## config.mk

```make
export PLATFORM = sky130hd
export DESIGN_NAME = polar_share_arb
export DESIGN_NICKNAME = d
export VERILOG_FILES = /design/src/rtl/polar_arb_pkg.sv /design/src/rtl/polar_share_arb_rr_arbiter.sv /design/src/rtl/polar_share_arb.sv
export SDC_FILE = /design/constraint.sdc
export NUM_CORES = 1
export LEC_CHECK = 0
export CELL_PAD_IN_SITES_DETAIL_PLACEMENT = 1
export CELL_PAD_IN_SITES_GLOBAL_PLACEMENT = 1
export CORE_AREA = 2 2 182 184
export CTS_BUF_LIST = sky130_fd_sc_hd__clkbuf_2 sky130_fd_sc_hd__clkbuf_4 sky130_fd_sc_hd__clkbuf_8
export CTS_CLUSTER_SIZE = 10
export DETAILED_ROUTE_END_ITERATION = 12
export DIE_AREA = 0 0 184 186
export GPL_ROUTABILITY_DRIVEN = 0
export MAX_ROUTING_LAYER = met4
export PLACE_DENSITY_LB_ADDON = 0.25
export SLEW_MARGIN = 20
export SYNTH_ARGS = -nofsm -noshare
export SYNTH_HDL_FRONTEND = slang
export SYNTH_SLANG_ARGS = --single-unit
```

## constraint.sdc

```tcl
create_clock -name clk -period 3.5 [get_ports clk]
set_input_delay 0.525 -clock clk [delete_from_list [all_inputs] [get_ports clk]]
set_output_delay 0.525 -clock clk [all_outputs]
set_load 0.1 [all_outputs]
```

## src/rtl/polar_arb_pkg.sv

```systemverilog
// Shared constants and the tag type for the shared Cartesian-to-polar core front end.
package polar_arb_pkg;

  localparam int N_REQ_DEF    = 4;
  localparam int W_DEF        = 32;
  localparam int CORE_LAT_DEF = 18;

  // Tag ids are sized for the largest supported requester count (16) and zero-extended.
  localparam int IDW_MAX = 4;

  typedef struct packed {
    logic               vld;
    logic [IDW_MAX-1:0] id;
  } tag_t;

endpackage

```

## src/rtl/polar_share_arb_rr_arbiter.sv

```systemverilog
// Round-robin arbiter: the first requester at or after ptr_i (wrapping) wins.
module rr_arbiter #(
  parameter int N   = 4,
  parameter int IDW = $clog2(N)
) (
  input  logic [N-1:0]   req_i,
  input  logic [IDW-1:0] ptr_i,
  output logic [N-1:0]   gnt_o,
  output logic           gnt_vld_o,
  output logic [IDW-1:0] idx_o
);

  int             k;
  logic [IDW-1:0] k_idx;

  // NOTE: every output gets a default before the search so no latch is inferred.
  always_comb begin
    gnt_o     = '0;
    gnt_vld_o = 1'b0;
    idx_o     = '0;
    k         = 0;
    k_idx     = '0;
    for (int i = 0; i < N; i++) begin
      k     = (int'(ptr_i) + i) % N;
      k_idx = IDW'(k);
      if (!gnt_vld_o && req_i[k_idx]) begin
        gnt_vld_o    = 1'b1;
        gnt_o[k_idx] = 1'b1;
        idx_o        = k_idx;
      end
    end
  end

endmodule

```

## src/rtl/polar_share_arb.sv

```systemverilog
// Shares one fixed-latency Cartesian-to-polar core among N_REQ requesters and
// returns each result tagged with the requester that issued it.
module polar_share_arb
  import polar_arb_pkg::*;
#(
  parameter int N_REQ    = N_REQ_DEF,
  parameter int W        = W_DEF,
  parameter int CORE_LAT = CORE_LAT_DEF,
  parameter int IDW      = $clog2(N_REQ)
) (
  input  logic               clk,
  input  logic               rst,
  input  logic               en,
  input  logic [N_REQ-1:0]   req_vld,
  output logic [N_REQ-1:0]   req_rdy,
  input  logic [N_REQ*W-1:0] req_x,
  input  logic [N_REQ*W-1:0] req_y,
  output logic               core_vld,
  output logic [W-1:0]       core_x,
  output logic [W-1:0]       core_y,
  input  logic               core_o_vld,
  input  logic [W-1:0]       core_mag,
  input  logic [W-1:0]       core_phase,
  output logic               res_vld,
  output logic [IDW-1:0]     res_id,
  output logic [W-1:0]       res_mag,
  output logic [W-1:0]       res_phase,
  output logic               busy,
  output logic               err_align
);

  logic [IDW-1:0]   ptr_q, ptr_d;
  logic [N_REQ-1:0] gnt;
  logic             gnt_vld;
  logic [IDW-1:0]   gnt_idx;
  logic             grant_en;

  logic             core_vld_q;
  logic [W-1:0]     core_x_q, core_y_q;
  logic [IDW-1:0]   issue_id_q;

  tag_t             tag_q [CORE_LAT];
  tag_t             head;
  logic             tag_busy;

  logic             res_vld_q;
  logic [IDW-1:0]   res_id_q;
  logic [W-1:0]     res_mag_q, res_phase_q;
  logic             err_q;

  assign grant_en = en & ~rst;

  rr_arbiter #(.N(N_REQ), .IDW(IDW)) u_arb (
    .req_i     (req_vld & {N_REQ{grant_en}}),
    .ptr_i     (ptr_q),
    .gnt_o     (gnt),
    .gnt_vld_o (gnt_vld),
    .idx_o     (gnt_idx)
  );

  always_comb begin
    ptr_d = ptr_q;
    if (gnt_vld) ptr_d = (gnt_idx == IDW'(N_REQ - 1)) ? '0 : gnt_idx + 1'b1;
  end

  // NOTE: sequential state uses non-blocking assignments so every register samples pre-edge values.
  always_ff @(posedge clk) begin
    if (rst) begin
      ptr_q      <= '0;
      core_vld_q <= 1'b0;
      core_x_q   <= '0;
      core_y_q   <= '0;
      issue_id_q <= '0;
    end else begin
      ptr_q      <= ptr_d;
      core_vld_q <= gnt_vld;
      if (gnt_vld) begin
        core_x_q   <= req_x[int'(gnt_idx)*W +: W];
        core_y_q   <= req_y[int'(gnt_idx)*W +: W];
        issue_id_q <= gnt_idx;
      end
    end
  end

  // NOTE: the tag line is reset in full so a reset drops every in-flight tag.
  always_ff @(posedge clk) begin
    if (rst) begin
      for (int i = 0; i < CORE_LAT; i++) tag_q[i] <= '0;
    end else begin
      tag_q[0].vld <= core_vld_q;
      tag_q[0].id  <= IDW_MAX'(issue_id_q);
      for (int i = 1; i < CORE_LAT; i++) tag_q[i] <= tag_q[i-1];
    end
  end

  // The last stage lines up with the core's output valid.
  assign head = tag_q[CORE_LAT-1];

  always_comb begin
    tag_busy = 1'b0;
    for (int i = 0; i < CORE_LAT; i++) tag_busy = tag_busy | tag_q[i].vld;
  end

  always_ff @(posedge clk) begin
    if (rst) begin
      res_vld_q   <= 1'b0;
      res_id_q    <= '0;
      res_mag_q   <= '0;
      res_phase_q <= '0;
      err_q       <= 1'b0;
    end else begin
      res_vld_q   <= core_o_vld;
      res_id_q    <= head.vld ? head.id[IDW-1:0] : '0;
      res_mag_q   <= core_mag;
      res_phase_q <= core_phase;
      err_q       <= err_q | (core_o_vld != head.vld);
    end
  end

  assign req_rdy   = gnt;
  assign core_vld  = core_vld_q;
  assign core_x    = core_x_q;
  assign core_y    = core_y_q;
  assign res_vld   = res_vld_q;
  assign res_id    = res_id_q;
  assign res_mag   = res_mag_q;
  assign res_phase = res_phase_q;
  assign busy      = core_vld_q | tag_busy;
  assign err_align = err_q;

endmodule

```

# Yosys cells after proc, flatten, opt, wreduce, memory -nomap -nowiden
# Memories as Yosys holds them, arrays and structs flattened.
# Index checks and enable logic that the tools add are counted.
# Widths: inputs -> output; s select.
[totals]
register_bits = 137
ram_bits = 90
in_bits = 328
wordCells = 134
memories = 1
[classes]
n_addsub = 4
order_cmp = 8
n_eq_ne = 2
shift = 2
muxes = 51
n_bitwise = 45
reduce_logical = 11
[memory_table]
columns = ["memory", "depth", "word_bits", "read_ports", "rd_ports_with_merged_regs", "wr", "line_no", "text"]
rows = [
  ["tag_q", 18, 5, 18, 0, 18, "polar_share_arb.sv:42", "tag_t tag_q [CORE_LAT];"],
]
[ops]
columns = ["cell", "count"]
rows = [
  ["$shiftx 128x8->32", 2],
  ["$mux 5", 17],
  ["$or 1x1->1", 38],
  ["$mux 4", 5],
  ["$mux 1", 16],
  ["$lt 2x3->1 const B", 4],
  ["$or 4x4->4", 3],
  ["$mux 2", 5],
  ["$bmux 1 s2", 4],
  ["$demux 1 s2", 4],
  ["$ge 2x1->1 const B", 4],
  ["$logic_and 1x1->1", 7],
  ["$add 2x1->2 const B", 2],
  ["$add 2x2->2 const B", 2],
  ["$and 4x4->4", 1],
  ["$logic_not 1->1", 3],
  ["$eq 2x2->1 const B", 1],
  ["$not 1->1", 2],
  ["$reduce_or 2->1", 1],
  ["$and 1x1->1", 1],
  ["$ne 1x1->1", 1],
]

# Depth between registers and ports, before layout
[logic_depth]
ltp_word = 18
ltp_mapped = 10
ltp_nobuf = 7

# By module
# A second synthesis with hierarchy kept.
[unflattened]
hier_cells = 617
area_unflattened_um2 = 7714.9
[modules_own_cells]
columns = ["module", "instances", "cells_per_inst", "area_each_um2"]
rows = [
  ["polar_share_arb", 1, 572, 7293.2],
  ["rr_arbiter", 1, 45, 421.7],
]

# Least setup slack after synthesis
# Ideal clock, no wire load.
[synth_timing]
kind = "register to output"
startpoint = "reg with a tool-made name"
endpoint = "out req_rdy[0]"
t_arrival_ns = 3.699
required_ns = 2.975
setup_slack_ns = -0.724
stages_incl_launch_ff = 8
n_path_buf = 1
cell_sequence = "dfxtp_1 buf_6 clkinv_1 ha_1 mux4_2 nand2_1 nand2_1 o21ai_0"
[synth_rtl]
columns = ["element", "line_no", "text"]
rows = [
  ["end: declaration", "polar_share_arb.sv:15", "output logic [N_REQ-1:0] req_rdy,"],
]

==> reports/results.txt <==
run status -> complete, no violations
average detailed-routed wire length per instance -> 18.8 µm
final global-route overflow total -> 0
H-tree depth -> 4
share of the core filled with cells -> 41.9%
Iteration-0 DRC Markers -> 202
crit end category -> output pin
post-synth top area share -> 48.5%
antenna-violating nets left -> 0
via count -> 6959
cell area after technology mapping -> 7890 µm²
ratio of cells with drive above 1 in the final layout -> 11.4%
critical path fanouts, max -> 8
cell at the root of the clock tree -> sky130_fd_sc_hd__clkbuf_8
count of flip-flops with a built-in enable after synthesis -> 0
maximum capacitance violations -> 0
placeable core region -> 32200 µm²
leakage dissipation -> 4.74 nW
Worst Setup Start Kind -> flop
GRT Util Overall -> 17.0%
remaining routing DRC violations -> 0
Worst Setup Path Type -> flop to output pin
leading post-synthesis cells by cell area -> sky130_fd_sc_hd__dfxtp_1, sky130_fd_sc_hd__mux2i_1, sky130_fd_sc_hd__o221ai_2
number of warning messages in the yosys log -> 0
post-layout net count -> 1479
Initial Util -> 24.5%
most frequently used cell type in the post-synthesis netlist -> sky130_fd_sc_hd__dfxtp_1
most common library cells after synthesis -> sky130_fd_sc_hd__dfxtp_1, sky130_fd_sc_hd__mux2i_1, sky130_fd_sc_hd__nor2b_1
buffers from clock root to sink, at most -> 2
shortest period the worst path allows -> 3.28 ns
r2r setup slk -> 0.70 ns
Mapped Cells -> 694
clock tree from TritonCTS -> done
global-route wire length before repair -> 42400 µm
main flop type after synthesis -> sky130_fd_sc_hd__dfxtp_1
area delta synth->final -> 71.0%
dominant cell type by area after synthesis -> sky130_fd_sc_hd__dfxtp_1
Period Utilization, post-route -> 93.7%
worst max-slew margin expressed relative to the limit -> 26.3%
Fmax -> 305 MHz
areal power density over the cells -> 482 nW/µm²
via/cell ratio -> 4.43
setup skew after layout -> 0.0276 ns
type of the tightest min-delay check -> flop to flop
buffers inserted during post-CTS setup optimization -> 0
clock transition at the registers of the reported paths -> 0.10 ns
Mapped Avg Cell Area -> 11.4 µm²
clock sink count -> 191
number of rows in the core area -> 66
transition at the pin with the smallest max-transition slack -> 1.10 ns
number of placed I/O pins -> 466
final count of hold timing violations -> 0
Worst Path Required -> 2.97 ns
gr busiest metal -> met2
total of endpoints with negative setup slack in the final report -> 0
Die Span Y -> 186 µm
Die Wd -> 184 µm
sequential fraction of the synthesis area -> 48.5%
net count after synthesis -> 1026
final number of max-transition violations -> 0
unrepaired setup endpoints after global routing -> false
worst-skew pair later-pin latency -> 0.48 ns
Routed Wire Length -> 29500 µm
number of antenna violations at the first check in global routing -> 3
GR Util met2 -> 30.4%
number of iterations in the first detailed-routing pass -> 4
proportion of register bits with asynchronous set or reset after synthesis -> 0%
footprint of the multi-input gates -> 3780 µm²
post-detail-place hpwl -> 22900 µm
total of hold buffers inserted after clock tree synthesis -> 0
Synth cell types -> 41
data arrival time at the worst-slack endpoint -> 2.75 ns
#FFs+latches synth -> 191
Worst VDD drop -> 210 µV
die area -> 34200 µm²
routing usage on met1 -> 17.5%
number of global-route vias before repair -> 7415
FF/Latch Area -> 3820 µm²
pin count of the biggest net entering global routing -> 96
final total negative setup slack -> 0 ns
FILL cells -> 3494
met3 track demand over resource in global routing -> 5.71%
clock buffers created by TritonCTS -> 17
port bufs -> 465
==> per-layer routing <==
metal	vias up	wire length (µm)	share of wire, %
met4	0	645	2.2
li1	3368	-	-
met5	-	0	0
met2	260	15500	53
met3	33	2320	7.9
met1	3298	11000	37
==> power breakdown <==
part	switching, mW	internal (mW)	total (mW)
Combinational	1.65	0.848	2.50
Clock	0.870	0.701	1.57
Sequential	0.0850	2.34	2.43
Total	2.61	3.89	6.50
==> path summary, 6_finish.rpt <==
check / startpoint / endpoint / cells after the start
setup / recovery: flop / req_rdy[0] / 9
hold / removal: tag_q[13][1] / tag_q[14][1] / 1
setup reg to reg: flop / core_x[23] / 9
hold reg to reg: tag_q[13][1] / tag_q[14][1] / 1
==> registers in the layout, summed over array words and instances (netlist names), 2 cells and up, named ones only <==
| register | count |
|---|---|
| tag_q | 54 |
| issue_id_q | 2 |
| res_phase | 32 |
| res_id | 2 |
| core_x | 32 |
| res_mag | 32 |
| core_y | 32 |
==> through the flow <==
step	setup WS (ns)	power (mW)	cells	hold WS, ns	instance area [µm²]
after floorplan	-0.724	4.12	694	0.414	7890
after global placement	0.349	4.98	1536	0.417	13100
after detailed placement	0.263	4.99	1536	0.426	13100
after CTS	0.0329	6.61	1568	0.434	13500
after global routing	0.00495	6.79	1571	0.448	13500
final	0.221	6.50	1571	0.444	13500
==> placed cells by master, fill, tap and decap left out, types with 4 or more instances in the layout <==
cell | netlist | layout
sky130_fd_sc_hd__a222oi_1 | 4 | 4
sky130_fd_sc_hd__buf_12 | 0 | 11
sky130_fd_sc_hd__buf_4 | 5 | 15
sky130_fd_sc_hd__clkbuf_8 | 0 | 19
sky130_fd_sc_hd__clkdlybuf4s50_1 | 0 | 458
sky130_fd_sc_hd__dfxtp_1 | 191 | 190
sky130_fd_sc_hd__ha_1 | 4 | 4
sky130_fd_sc_hd__inv_1 | 7 | 7
sky130_fd_sc_hd__mux2i_1 | 129 | 129
sky130_fd_sc_hd__nand2_1 | 70 | 70
sky130_fd_sc_hd__nand2b_1 | 5 | 5
sky130_fd_sc_hd__nor2_1 | 6 | 5
sky130_fd_sc_hd__nor2b_1 | 120 | 120
sky130_fd_sc_hd__nor4_1 | 5 | 5
sky130_fd_sc_hd__o21ai_0 | 7 | 4
sky130_fd_sc_hd__o221ai_1 | 4 | 4
sky130_fd_sc_hd__o221ai_2 | 60 | 60
==> cell type report <==
cell class	count	area share [%]
Timing Repair Buffer	484	36.4
Sequential cell	191	28.4
Multi-Input combinational cell	445	28.0
Tap cell	408	3.78
Clock buffer	20	1.99
Clock inverter	12	1.12
Inverter	8	0.223
Antenna cell	3	0.0556
==> logic make-up after synthesis <==
| kind of cell | share of synthesized area, % |
|---|---|
| muxes | 17.4 |
| xor gates and xnor gates | 0.222 |
| and+or+nand+nor | 14.8 |
| buffers and inverters | 4.11 |
| AOI/OAI and AO/OA | 14.3 |
| adders and majority gates | 0.634 |
| DFF | 48.5 |
==> critical path: stages (launching register included) <==
cell and delay (ns):
sky130_fd_sc_hd__dfxtp_1 0.35, sky130_fd_sc_hd__clkinv_1 0.06, sky130_fd_sc_hd__buf_4 0.17, sky130_fd_sc_hd__ha_1 0.39, sky130_fd_sc_hd__mux4_2 0.34, sky130_fd_sc_hd__nand2_1 0.14, sky130_fd_sc_hd__nor2_1 0.10, sky130_fd_sc_hd__a222oi_1 0.35
sky130_fd_sc_hd__o21ai_1 0.19, sky130_fd_sc_hd__buf_12 0.20
==> repair_timing <==
action	4_1_cts	5_1_grt
resized for setup	0	4
endpoints found under the hold margin	0	0
endpoints found under the setup margin	0	4
Note: power is estimated with default switching activity, not from simulation.
